`config.mk`:
```
export PLATFORM = sky130hd
export DESIGN_NAME = ps2_scancode_decoder
export DESIGN_NICKNAME = d
export VERILOG_FILES = /design/src/rtl/ps2_pkg.sv /design/src/rtl/ps2_event_fifo.sv /design/src/rtl/ps2_scancode_decoder.sv
export SDC_FILE = /design/constraint.sdc
export NUM_CORES = 1
export LEC_CHECK = 0
export ABC_CLOCK_PERIOD_IN_PS = 3900
export BUFFER_PORTS_ARGS = -buffer_cell sky130_fd_sc_hd__clkbuf_2
export CORE_AREA = 5 5 110 112
export CTS_BUF_LIST = sky130_fd_sc_hd__clkbuf_2 sky130_fd_sc_hd__clkbuf_4 sky130_fd_sc_hd__clkbuf_8
export DETAILED_ROUTE_END_ITERATION = 10
export DIE_AREA = 0 0 115 117
export PLACE_DENSITY_LB_ADDON = 0.15
export SLEW_MARGIN = 20
export SYNTH_ARGS = -nofsm -noshare
export SYNTH_HDL_FRONTEND = slang
export SYNTH_SLANG_ARGS = --single-unit
```
`constraint.sdc`:
```
create_clock -name sysclk -period 3.9 [get_ports sysclk]
set_input_delay 0.195 -clock sysclk [delete_from_list [all_inputs] [get_ports sysclk]]
set_output_delay 0.195 -clock sysclk [all_outputs]
set_load 0.05 [all_outputs]
```
`src/rtl/ps2_pkg.sv`:
```
// ps2_pkg: shared types and constants for the PS/2 scan-code set 2 decoder.
//   state_t       decoder FSM states
//   PFX_*         extended / break / pause prefix bytes
//   STATUS_BYTES  keyboard status/acknowledge bytes recognised in IDLE
//   PAUSE_SEQ     full Pause sequence; index 0 is the leading E1
//   ps2_event_t   key event {ext, brk, code}
package ps2_pkg;

   typedef enum logic [2:0] {
      ST_IDLE,
      ST_EXT,
      ST_BRK,
      ST_EXT_BRK,
      ST_PAUSE
   } state_t;

   localparam logic [7:0] PFX_E0 = 8'hE0;
   localparam logic [7:0] PFX_F0 = 8'hF0;
   localparam logic [7:0] PFX_E1 = 8'hE1;

   localparam int NUM_STATUS = 7;
   localparam logic [7:0] STATUS_BYTES [NUM_STATUS] =
      '{8'hAA, 8'hFC, 8'hFA, 8'hFE, 8'hEE, 8'h00, 8'hFF};

   localparam logic [7:0] PAUSE_SEQ [8] =
      '{8'hE1, 8'h14, 8'h77, 8'hE1, 8'hF0, 8'h14, 8'hF0, 8'h77};

   typedef struct packed {
      logic       ext;
      logic       brk;
      logic [7:0] code;
   } ps2_event_t;

   function automatic logic is_status(input logic [7:0] b);
      logic hit;
      hit = 1'b0;
      for (int i = 0; i < NUM_STATUS; i++)
         if (b == STATUS_BYTES[i]) hit = 1'b1;
      return hit;
   endfunction

endpackage

```
`src/rtl/ps2_event_fifo.sv`:
```
// ps2_event_fifo: synchronous event FIFO, DEPTH entries (power of two, >= 2).
//   sysclk, reset  clock, async active-high reset
//   push, din      write request and data; accepted when not full or when
//                  popping in the same cycle
//   pop            read request; ignored while empty
//   full, empty    status
//   head           entry at the read pointer
module ps2_event_fifo
   import ps2_pkg::*;
#(
   parameter int DEPTH = 4
) (
   input  logic       sysclk,
   input  logic       reset,
   input  logic       push,
   input  ps2_event_t din,
   input  logic       pop,
   output logic       full,
   output logic       empty,
   output ps2_event_t head
);

   localparam int AW = $clog2(DEPTH);

   // Pointers carry one extra wrap bit to tell full from empty.
   logic [AW:0] wr_ptr, rd_ptr;
   ps2_event_t  mem [DEPTH];
   logic        do_push, do_pop;

   assign empty   = (wr_ptr == rd_ptr);
   assign full    = (wr_ptr[AW-1:0] == rd_ptr[AW-1:0]) && (wr_ptr[AW] != rd_ptr[AW]);
   assign do_pop  = pop && !empty;
   assign do_push = push && (!full || do_pop);
   assign head    = mem[rd_ptr[AW-1:0]];

   always_ff @(posedge sysclk or posedge reset) begin
      if (reset) begin
         wr_ptr <= '0;
         rd_ptr <= '0;
         for (int i = 0; i < DEPTH; i++) mem[i] <= '0;
      end else begin
         if (do_push) begin
            mem[wr_ptr[AW-1:0]] <= din;
            wr_ptr              <= wr_ptr + 1'b1;
         end
         if (do_pop) rd_ptr <= rd_ptr + 1'b1;
      end
   end

endmodule

```
`src/rtl/ps2_scancode_decoder.sv`:
```
// ps2_scancode_decoder: parses scan-code set 2 bytes into key events.
//   sysclk, reset        clock, async active-high reset
//   in_word, in_done     received byte and its one-cycle strobe
//   ev_valid/ev_ready    head-of-FIFO handshake; ev_code/ev_ext/ev_brk = head
//   status_valid/_code   pulse + held value for keyboard status bytes
//   proto_err            pulse on aborted sequence (timeout, Pause mismatch)
//   overflow             sticky: an event was dropped on a full FIFO
module ps2_scancode_decoder
   import ps2_pkg::*;
#(
   parameter int FIFO_DEPTH     = 4,
   parameter int TIMEOUT_CYCLES = 100000
) (
   input  logic       sysclk,
   input  logic       reset,
   input  logic [7:0] in_word,
   input  logic       in_done,
   output logic       ev_valid,
   input  logic       ev_ready,
   output logic [7:0] ev_code,
   output logic       ev_ext,
   output logic       ev_brk,
   output logic       status_valid,
   output logic [7:0] status_code,
   output logic       proto_err,
   output logic       overflow
);

   localparam int         TW    = $clog2(TIMEOUT_CYCLES + 1);
   localparam logic [TW-1:0] TLAST = TW'(TIMEOUT_CYCLES - 1);

   state_t        state;
   logic [2:0]    pidx;
   logic [TW-1:0] tcnt;
   logic          push, full, empty;
   ps2_event_t    push_ev, head;

   // Completing byte is written into the FIFO on the same edge that
   // samples it, so the event is visible one cycle after in_done.
   always_comb begin
      push    = 1'b0;
      push_ev = '{ext: 1'b0, brk: 1'b0, code: in_word};
      if (in_done) begin
         case (state)
            ST_IDLE: push = (in_word != PFX_E0) && (in_word != PFX_F0) &&
                            (in_word != PFX_E1) && !is_status(in_word);
            ST_EXT: begin
               push        = (in_word != PFX_F0);
               push_ev.ext = 1'b1;
            end
            ST_BRK: begin
               push        = 1'b1;
               push_ev.brk = 1'b1;
            end
            ST_EXT_BRK: begin
               push        = 1'b1;
               push_ev.ext = 1'b1;
               push_ev.brk = 1'b1;
            end
            ST_PAUSE: begin
               push         = (in_word == PAUSE_SEQ[pidx]) && (pidx == 3'd7);
               push_ev.ext  = 1'b1;
               push_ev.code = PFX_E1;
            end
            default: push = 1'b0;
         endcase
      end
   end

   always_ff @(posedge sysclk or posedge reset) begin
      if (reset) begin
         state        <= ST_IDLE;
         pidx         <= '0;
         tcnt         <= '0;
         status_valid <= 1'b0;
         status_code  <= '0;
         proto_err    <= 1'b0;
         overflow     <= 1'b0;
      end else begin
         status_valid <= 1'b0;
         proto_err    <= 1'b0;
         // full implies non-empty, so ev_ready alone means a pop frees a slot
         if (push && full && !ev_ready) overflow <= 1'b1;
         if (in_done) begin
            tcnt <= '0;
            case (state)
               ST_IDLE: begin
                  if (in_word == PFX_E0)      state <= ST_EXT;
                  else if (in_word == PFX_F0) state <= ST_BRK;
                  else if (in_word == PFX_E1) begin
                     state <= ST_PAUSE;
                     pidx  <= 3'd1;
                  end else if (is_status(in_word)) begin
                     status_valid <= 1'b1;
                     status_code  <= in_word;
                  end
               end
               ST_EXT:  state <= (in_word == PFX_F0) ? ST_EXT_BRK : ST_IDLE;
               ST_PAUSE: begin
                  if (in_word == PAUSE_SEQ[pidx]) begin
                     if (pidx == 3'd7) state <= ST_IDLE;
                     else              pidx  <= pidx + 3'd1;
                  end else begin
                     // mismatching byte is dropped, not re-parsed
                     proto_err <= 1'b1;
                     state     <= ST_IDLE;
                  end
               end
               default: state <= ST_IDLE;
            endcase
         end else if (state != ST_IDLE) begin
            if (tcnt == TLAST) begin
               proto_err <= 1'b1;
               state     <= ST_IDLE;
               tcnt      <= '0;
            end else begin
               tcnt <= tcnt + 1'b1;
            end
         end
      end
   end

   ps2_event_fifo #(.DEPTH(FIFO_DEPTH)) u_fifo (
      .sysclk (sysclk),
      .reset  (reset),
      .push   (push),
      .din    (push_ev),
      .pop    (ev_ready),
      .full   (full),
      .empty  (empty),
      .head   (head)
   );

   assign ev_valid = !empty;
   assign ev_code  = head.code;
   assign ev_ext   = head.ext;
   assign ev_brk   = head.brk;

endmodule
```
==> Word level (Yosys, flattened, before mapping) <==
Memories as Yosys holds them, arrays and structs flattened.
Index checks and enable logic that the tools add are counted.
{ "totals": {"input_bits": 12, "elab_cells": 149, "romBits": 64, "regBits": 80, "mem_count": 1, "out_inout_bits": 22} }
{ "memory_table": {"columns": ["name", "words", "word_bits", "read_ports", "rd_ports_with_merged_regs", "wr", "line", "source"], "rows": [
  ["(name not given)", 8, 8, 1, 0, 0, "ps2_scancode_decoder.sv:100", "if (in_word == PAUSE_SEQ[pidx]) begin"]
]} }
{ "classes": {"n_reduce_logical": 26, "n_bitwise": 6, "addsub": 4, "magnitude_cmp": 4, "eq_ne": 29, "n_mux": 58} }
{ "ops": {"columns": ["op", "n"], "rows": [
  ["$eq 8x8->1 const B", 9],
  ["$mux 17", 3],
  ["$bwmux 40", 1],
  ["$mux 10", 4],
  ["$mux 3", 13],
  ["$mux 1", 28],
  ["$mux 8", 3],
  ["$ne 8x8->1 const B", 3],
  ["$bmux 10 s2", 1],
  ["$demux 10 s2", 1],
  ["$add 17x1->17 const B", 1],
  ["$eq 17x17->1 const B", 1],
  ["$logic_and 1x1->1", 10],
  ["$ne 2x2->1 const B", 5],
  ["$add 3x1->3 const B", 3],
  ["$pmux 3 s3", 1],
  ["$eq 8x8->1", 1],
  ["$logic_not 8->1", 1],
  ["$reduce_and 7->1", 1],
  ["$eq 3x2->1 const B", 2],
  ["$eq 3x3->1 const B", 2],
  ["$ge 3x3->1 const B", 2],
  ["$not 2->3", 2],
  ["$pmux 3 s2", 1],
  ["other kinds (21)", 28]
]} }

==> Logic depth before layout (Yosys ltp) <==
Gate-level depths: netlist of run 1.
{ "logic_depth": {"ltp_word": 19, "mapped_depth": 9, "depth_no_buf": 8} }

==> By module <==
A second synthesis of run 1 with hierarchy kept.
{ "unflattened": {"hier_cells": 356, "hier_area_um2": 4265.3} }
{ "by_module_without_submodules": {"columns": ["module", "n_inst", "area_each_um2", "seq_area_each_um2", "cells_per_inst"], "rows": [
  ["ps2_event_fifo", 1, 2195.9, 1151.1, 132],
  ["ps2_scancode_decoder", 1, 2069.5, 850.8, 224]
]} }

==> Worst setup path before layout of run 1 <==
OpenSTA, ideal clock, no wires.
{ "synth_timing": {"kind": "flip-flop to flip-flop", "from": "register pidx[0]", "to": "register u_fifo.mem[0] (netlist name)", "t_required_ns": 3.775, "arrival_time_ns": 2.546, "n_path_buf": 1, "stages_incl_launch_ff": 10, "period_less_slack_ns": 2.671, "slack_ns": 1.229, "cell_sequence": "dfrtp_1 inv_1 ha_1 nor4b_1 a211oi_1 a2111oi_4 nand4_4 a21oi_2 buf_6 mux2_2"} }
{ "synth_via": {"elab_chain_cells": 9, "word_cells_on_any_way": 10, "cone_classes": "2 x eq/ne; 4 x mux; 1 x bitwise; 2 x reduce/logical; 1 x memory"} }
{ "synth_rtl": {"columns": ["element", "line", "source"], "rows": [
  ["start: declaration", "ps2_scancode_decoder.sv:33", "logic [2:0] pidx;"],
  ["start signal: assignment", "ps2_scancode_decoder.sv:102", "else pidx <= pidx + 3'd1;"],
  ["$not 3->4 (implied by the code)", "ps2_scancode_decoder.sv:61", "push = (in_word == PAUSE_SEQ[pidx]) && (pidx == 3'd7);"],
  ["$mem_v2 8x8", null, null],
  ["$mux 8 (2 in series)", null, null],
  ["$eq 8x8->1", null, null],
  ["$logic_and 1x1->1 *", "ps2_scancode_decoder.sv:61", null],
  ["$pmux 1 s4 *", "ps2_scancode_decoder.sv:44", "case (state)"],
  ["$mux 1 *", "ps2_scancode_decoder.sv:43", "if (in_done) begin"],
  ["$logic_and 1x1->1 *", "ps2_event_fifo.sv:33", "assign do_push = push && (!full || do_pop);"],
  ["end signal: indexed assignment", "ps2_event_fifo.sv:43", "mem[wr_ptr[AW-1:0]] <= din;"],
  ["end: declaration", "ps2_event_fifo.sv:27", "ps2_event_t mem [DEPTH];"]
]} }
Mark *: on every way between the ends. The rest lies on a longest branch, timed or not. The select of a mux whose other input is x is not followed.
A chain may end at the register's enable or synchronous reset.

==> Worst setup path after layout of run 1 <==
{ "layout_timing": {"from": "register pidx[0]", "to": "register u_fifo.mem[9] (netlist name)"} }
The elaborated chain is that of the path after synthesis.

==> reports/qor.yml, run 1 <==
antenna_found_initial: 0
rsz0062_at_grt: "false"
ant_nets: 0
synth_top_family_by_area: "multiplexers"
dominantRegCellSynth: "dfrtp_1"
coreArea_um2: 11130
r2r_setup_slack_ns: 0.75
fin_crit_sh_pct: 80.86
layout.nets: 413
routedWlPerCell_um: 16.28
synth_fa_ha_area_share_pct: 2.995
initialDrtViolationCount: 102
setup_viol: 0
clkSlewWorstSetupHoldPaths_ns: 0.09
first_global_vias: 2868
skew_ns: 0.01037
syn-num-nets: 377
path_max_fanout: 11
maxCapViolations: 0
syn_inst: 355
synthTopCellsByArea: "dfrtp_1 (48%), mux2_2 (13%), mux4_2 (5.4%)"
viasPerCell: 5.165
post-route-min-period_ns: 3.154
hp-class: "input port to flop"
vias: 2784
place_congestion: 0.7712
worstSetupEndpointType: "flop"
syn_avg_cell_area_um2: 11.77
numPortBuffers: 33
grt_max_degree: 52
switching_share_pct: 42.68
yosysMostFrequentCell: "dfrtp_1"
die_area_um2: 13460
drive_gt1_share_pct: 32.07
yosysSeqAreaShare_pct: 47.92
fmax_ghz: 0.3171
synth_top_area_share_pct: 47.92
track_usage_pct: 14.50
numCtsBuffers: 9
combPwrFrac_pct: 45.9
root_buffer: "clkbuf_8"
clockBufferDepth: 2
ys_seq_elements: 80
htree_levels: 3
worstHoldEndpoint: "u_fifo.rd_ptr[0]"
total_leakage_power_uw: 0.002001
slew_headroom_pct: 40.87
core.rowCount: 39
diodes: 0
worstHoldStart: "ev_ready"
cp.arrival_ns: 3.41
drc_errors: 0
setup_tns_ns: 0
grt-ovfl-total: 0
worstSetupPathType: "flop to flop"
dr.pass1.iters: 4
power_switching_uw: 1461
synth_compound_area_share_pct: 6.888
syn_area_um2: 4178
worst_pin_slew_ns: 0.8870
peakVddDrop_mv: 0.4079
status: "finished, final reports clean"
post_cts_resized: 0
worstSkewPairLatency_ns: 0.37
dpl.hpwl_um: 6192
internal-power_uw: 1962
drv_slew: 0
critPathRequiredTime_ns: 4.16
initial_core_util_pct: 37.55
whs_path_depth: 3
cts.sinks: 80
syn_to_final_growth_pct: 12.34
grt_pass1_wl_um: 15060
finalWirelength_um: 8776
crit_path_start_kind: "flop"
synth_top_area_cell: "dfrtp_1"
fillCellCount: 1080
tritoncts: "yes"
p_seq_share_pct: 36.7
regToRegEndpoint: "u_fifo.mem[9]"
die_w_um: 115
clock_power_share_pct: 17.3
ff2ff_path_depth: 8
synth-simple-area-share_pct: 16.17
synth-edff-count: 0
io_pins: 34
r2r_start: "pidx[0]"
hold_viol: 0
synth_xor_area_share_pct: 4.612
synth_warnings: 0
synth_mux_area_share_pct: 19.35
async_flop_share_pct: 100.0
ys_types: 51
p_total_uw: 3424
powerDensity_nw_per_um2: 729.5
fp.dieH_um: 117
yosys-top-cells-count: "dfrtp_1 (80), mux2_2 (48), nor2_1 (26)"
## power by group through the flow
stage / clock [uW] / sequential [uW] / combinational [uW]
6_report: 593 / 1260 / 1570
5_1_grt: 651 / 1290 / 1710
4_1_cts: 617 / 1260 / 1600
3_5_place_dp: 0 / 1280 / 1590
3_3_place_gp: 0 / 1270 / 1570
2_1_floorplan: 0 / 1350 / 1170
## kinds of logic after synthesis
family	after synthesis
AND/OR/NAND/NOR	124
multiplexers	62
XOR/XNOR	22
flip-flops	80
adder cells (fa/ha/maj)	10
AO/OA/AOI/OAI	36
buffers and inverters	21
## metrics by stage
step | hold slack, ns | cells | utilization, % | setup WS (ns) | area [um^2]
2_1_floorplan | 0.3467 | 355 | - | 1.229 | 4178
3_3_place_gp | 0.3925 | 522 | 40.38 | 0.8220 | 4493
3_5_place_dp | 0.3938 | 522 | 40.38 | 0.6903 | 4493
4_1_cts | 0.09591 | 539 | 42.18 | 0.6824 | 4693
5_1_grt | 0.1102 | 539 | 42.18 | 0.5426 | 4693
6_report | 0.1073 | 539 | 42.18 | 0.7464 | 4693
## registers in the layout (all words and copies together) (netlist names)
signal	count
status_code	8
proto_err	1
pidx	3
u_fifo.wr_ptr	3
status_valid	1
tcnt	17
state	3
u_fifo.mem	40
u_fifo.rd_ptr	3
overflow	1
## cell usage in the layout (no fill, tap or decap), drive strengths merged, types with 2 or more instances in the layout
master / synthesis / final
dfrtp: 80 / 80
mux2: 50 / 50
clkbuf: 8 / 43
nor2: 27 / 27
nand2: 19 / 19
nand3: 15 / 15
xor2: 13 / 13
a21oi: 12 / 12
nor3: 11 / 11
mux4: 10 / 10
ha: 10 / 10
inv: 9 / 10
xnor2: 9 / 9
o21ai: 9 / 9
nor2b: 9 / 9
or3: 8 / 8
nand4: 7 / 7
or2: 6 / 6
or4: 4 / 4
nor4: 3 / 3
and3: 3 / 3
nand2b: 3 / 3
buf: 4 / 3
clkinv: 0 / 3
o31ai: 2 / 2
mux2i: 2 / 2
a211oi: 2 / 2
a32o: 2 / 2
a31o: 2 / 2
clkinvlp: 0 / 2
and2: 2 / 2
## critical path, cell delays in order (launching register included)
cell and delay [ns]:
dfrtp_1 0.45, inv_1 0.09, ha_1 0.34, nor4b_1 0.31, a211oi_1 0.13, a2111oi_4 0.45
nand4_4 0.25, a21oi_2 0.61, mux2_2 0.42
## worst max path at each step
| stage | start | endpoint | slack, ns | cells after the start |
|---|---|---|---|---|
| 2_1_floorplan | pidx[0] | u_fifo.mem[0] | 1.23 | 9 |
| 3_3_place_gp | pidx[0] | u_fifo.mem[0] | 0.82 | 8 |
| 3_5_place_dp | pidx[0] | u_fifo.mem[1] | 0.69 | 8 |
| 4_1_cts | pidx[0] | u_fifo.mem[9] | 0.68 | 8 |
| 5_1_grt | pidx[0] | u_fifo.mem[9] | 0.54 | 8 |
| 6_report | pidx[0] | u_fifo.mem[9] | 0.75 | 8 |
## final cells by class
type / count / area, um^2 / share of cell area, %
clock buffer: 10 / 137.6 / 2.933
multi-input combinational: 254 / 2090 / 44.52
inverter: 9 / 35.03 / 0.7465
sequential: 80 / 2002 / 42.66
clock inverter: 6 / 52.55 / 1.120
timing repair buffer: 37 / 197.7 / 4.212
tap: 143 / 178.9 / 3.812
## layer usage
metal | routed length (um) | vias up | GRT usage [%]
met2 | 3944 | 40 | 21.80
li1 | - | 1357 | -
met4 | 172 | 0 | 6.338
met3 | 223 | 12 | 3.033
met5 | 0 | - | 0
met1 | 4435 | 1375 | 20.31
## repair_timing
action	CTS	global route
setup buffers	0	0
setup endpoints to repair	0	0
hold buffers	1	0
hold endpoints to repair	14	0
Note: power is estimated with default switching activity, not from simulation.
==> run 2: changes to the inputs <==
Settings changed: ABC_CLOCK_PERIOD_IN_PS 3900 to 3130.
Clock period 3.9 ns to 3.13 ns, I/O delays scaled along.
==> reports/qor.yml, run 2 (same netlist as run 1, synthesis figures left out) <==
status: "finished, final reports clean"
die_w_um: 115  # unchanged
drv_slew: 0  # unchanged
fin_crit_sh_pct: 91.26  # +10 points
whs_path_depth: 3  # unchanged
final_util_pct: 43.14  # +0.96 points
p_total_uw: 4383  # +28%
hold_viol: 0  # unchanged
antenna_found_initial: 0  # unchanged
post_cts_resized: 0  # unchanged
initial_core_util_pct: 37.55  # unchanged
setup_tns_ns: 0  # unchanged
layout.nets: 423  # +2.4%
worst_hold_slack_ns: 0.08213  # -0.02514 ns
path_max_fanout: 6  # -5
grt_max_degree: 54  # +3.8%
worst_pin_slew_ns: 0.9515  # +0.06448 ns
root_buffer: "clkbuf_8"
diodes: 0  # unchanged
grt-ovfl-total: 0  # unchanged
skew_ns: 0.009492  # -0.0008800 ns
r2r_start: "pidx[1]"
clockBufferDepth: 2  # unchanged
die_area_um2: 13460  # unchanged
final_cell_mix: "dfrtp_1 (80), mux2_2 (48), clkbuf_2 (33), nor2_1 (26), nand2_1 (19)"
first_global_vias: 2932  # +2.2%
worstHoldStart: "ev_ready"
p_seq_share_pct: 35.8  # -0.9 points
place_congestion: 0.7474  # -3.1%
tritoncts: "yes"
reg_top3: "u_fifo.mem x40, tcnt x17, status_code x8"
post-route-min-period_ns: 2.856  # -0.2972 ns
routedWlPerCell_um: 16.16  # -0.73%
powerDensity_nw_per_um2: 913.1  # +25%
crit_path_start_kind: "flop"
switching_share_pct: 41.38  # -1.3 points
worstSkewPairLatency_ns: 0.35  # -0.02 ns
numCtsBuffers: 9  # unchanged
ant_nets: 0  # unchanged
numPortBuffers: 33  # unchanged
combPwrFrac_pct: 46.3  # +0.4 points
largest_reg_flops: 40  # unchanged
setup_viol: 0  # unchanged
critPathRequiredTime_ns: 3.37  # -0.79 ns
total_leakage_power_uw: 0.002071  # +3.5%
coreArea_um2: 11130  # unchanged
internal-power_uw: 2569  # +31%
slew_headroom_pct: 36.49  # -4.4 points
rsz0062_at_grt: "false"
vias: 2826  # +1.5%
hp-class: "input port to flop"
r2r_setup_slack_ns: 0.27  # -0.47 ns
clock_power_share_pct: 17.8  # +0.5 points
drive_gt1_share_pct: 33.74  # +1.7 points
dpl.hpwl_um: 6157  # -0.58%
syn_to_final_growth_pct: 14.88
core.rowCount: 39  # unchanged
clkSlewWorstSetupHoldPaths_ns: 0.09  # about the same
worstHoldEndpoint: "u_fifo.rd_ptr[2]"
htree_levels: 3  # unchanged
regMostFlops: "u_fifo.mem"
initialDrtViolationCount: 141  # +38%
maxCapViolations: 0  # unchanged
fmax_ghz: 0.3501  # +10%
io_pins: 34  # unchanged
drc_errors: 0  # unchanged
cts.sinks: 80  # unchanged
cp.arrival_ns: 3.10  # -0.31 ns
ff2ff_path_depth: 8  # unchanged
track_usage_pct: 14.43  # -0.075 points
worstSetupEndpointType: "flop"
worstSetupPathType: "flop to flop"
peakVddDrop_mv: 0.5646  # +38%
fp.dieH_um: 117  # unchanged
power_switching_uw: 1814  # +24%
dr.pass1.iters: 4  # unchanged
grt_pass1_wl_um: 15040  # about the same
regToRegEndpoint: "u_fifo.wr_ptr[1]"
finalWirelength_um: 8874  # +1.1%
viasPerCell: 5.148  # -0.34%
final_common_cell: "dfrtp_1"
run 2: power groups by stage:
stage               registers (uW)  logic (uW)  clock network (uW)
finish                        1570        2030                 780
global route                  1620        2190                 842
CTS                           1570        2030                 802
detailed placement            1590        2020                   0
global placement              1580        1990                   0
floorplan                     1680        1460                   0
run 2: worst max-delay path, stage by stage (launching register included):
cell and delay, ns:
dfrtp_1 0.43, inv_1 0.07, ha_1 0.17, or3b_1 0.37, a21o_1 0.20, a2111oi_4 0.46
nand4_4 0.24, a21boi_0 0.42, mux2_2 0.38
run 2: cell type report:
| class | instances | area, um^2 |
|---|---|---|
| clock buffers | 11 | 138.9 |
| clock inverters | 5 | 57.56 |
| fillers | 1064 | 6326 |
| inverters | 9 | 35.03 |
| multi-input cells | 254 | 2090 |
| flip-flops and latches | 80 | 2002 |
| well taps | 143 | 178.9 |
| repair buffers | 47 | 297.8 |
run 2: metal layers:
metal	up-vias	GRT usage, %	share of wire (%)
li1	1370	-	-
met1	1405	20.24	51
met2	41	21.80	45
met3	10	3.188	2.8
met4	0	5.790	1.6
met5	-	0	0
run 2: worst max path at each step:
| stage | slack [ns] | start | end | cells after the start |
|---|---|---|---|---|
| 3_5_place_dp | 0.17 | pidx[0] | u_fifo.mem[34] | 8 |
| 2_1_floorplan | 0.46 | pidx[0] | u_fifo.mem[0] | 9 |
| 6_report | 0.27 | pidx[1] | u_fifo.wr_ptr[1] | 8 |
| 4_1_cts | 0.12 | pidx[0] | u_fifo.mem[37] | 8 |
| 5_1_grt | 0.12 | pidx[0] | u_fifo.mem[1] | 8 |
| 3_3_place_gp | 0.20 | pidx[0] | u_fifo.mem[35] | 8 |
run 2: timing repair:
| action | CTS | global route |
|---|---|---|
| hold buffers | 1 | 0 |
| buffers inserted | 0 | 4 |
| hold endpoints to repair | 24 | 0 |
| setup endpoints to repair | 0 | 33 |
run 2: metrics by stage:
step / setup slack (ns) / std cells / instance area [um^2]
2_1_floorplan: 0.4593 / 355 / 4178
3_3_place_gp: 0.2043 / 528 / 4538
3_5_place_dp: 0.1656 / 528 / 4538
4_1_cts: 0.1249 / 545 / 4745
5_1_grt: 0.1153 / 549 / 4800
6_report: 0.2736 / 549 / 4800
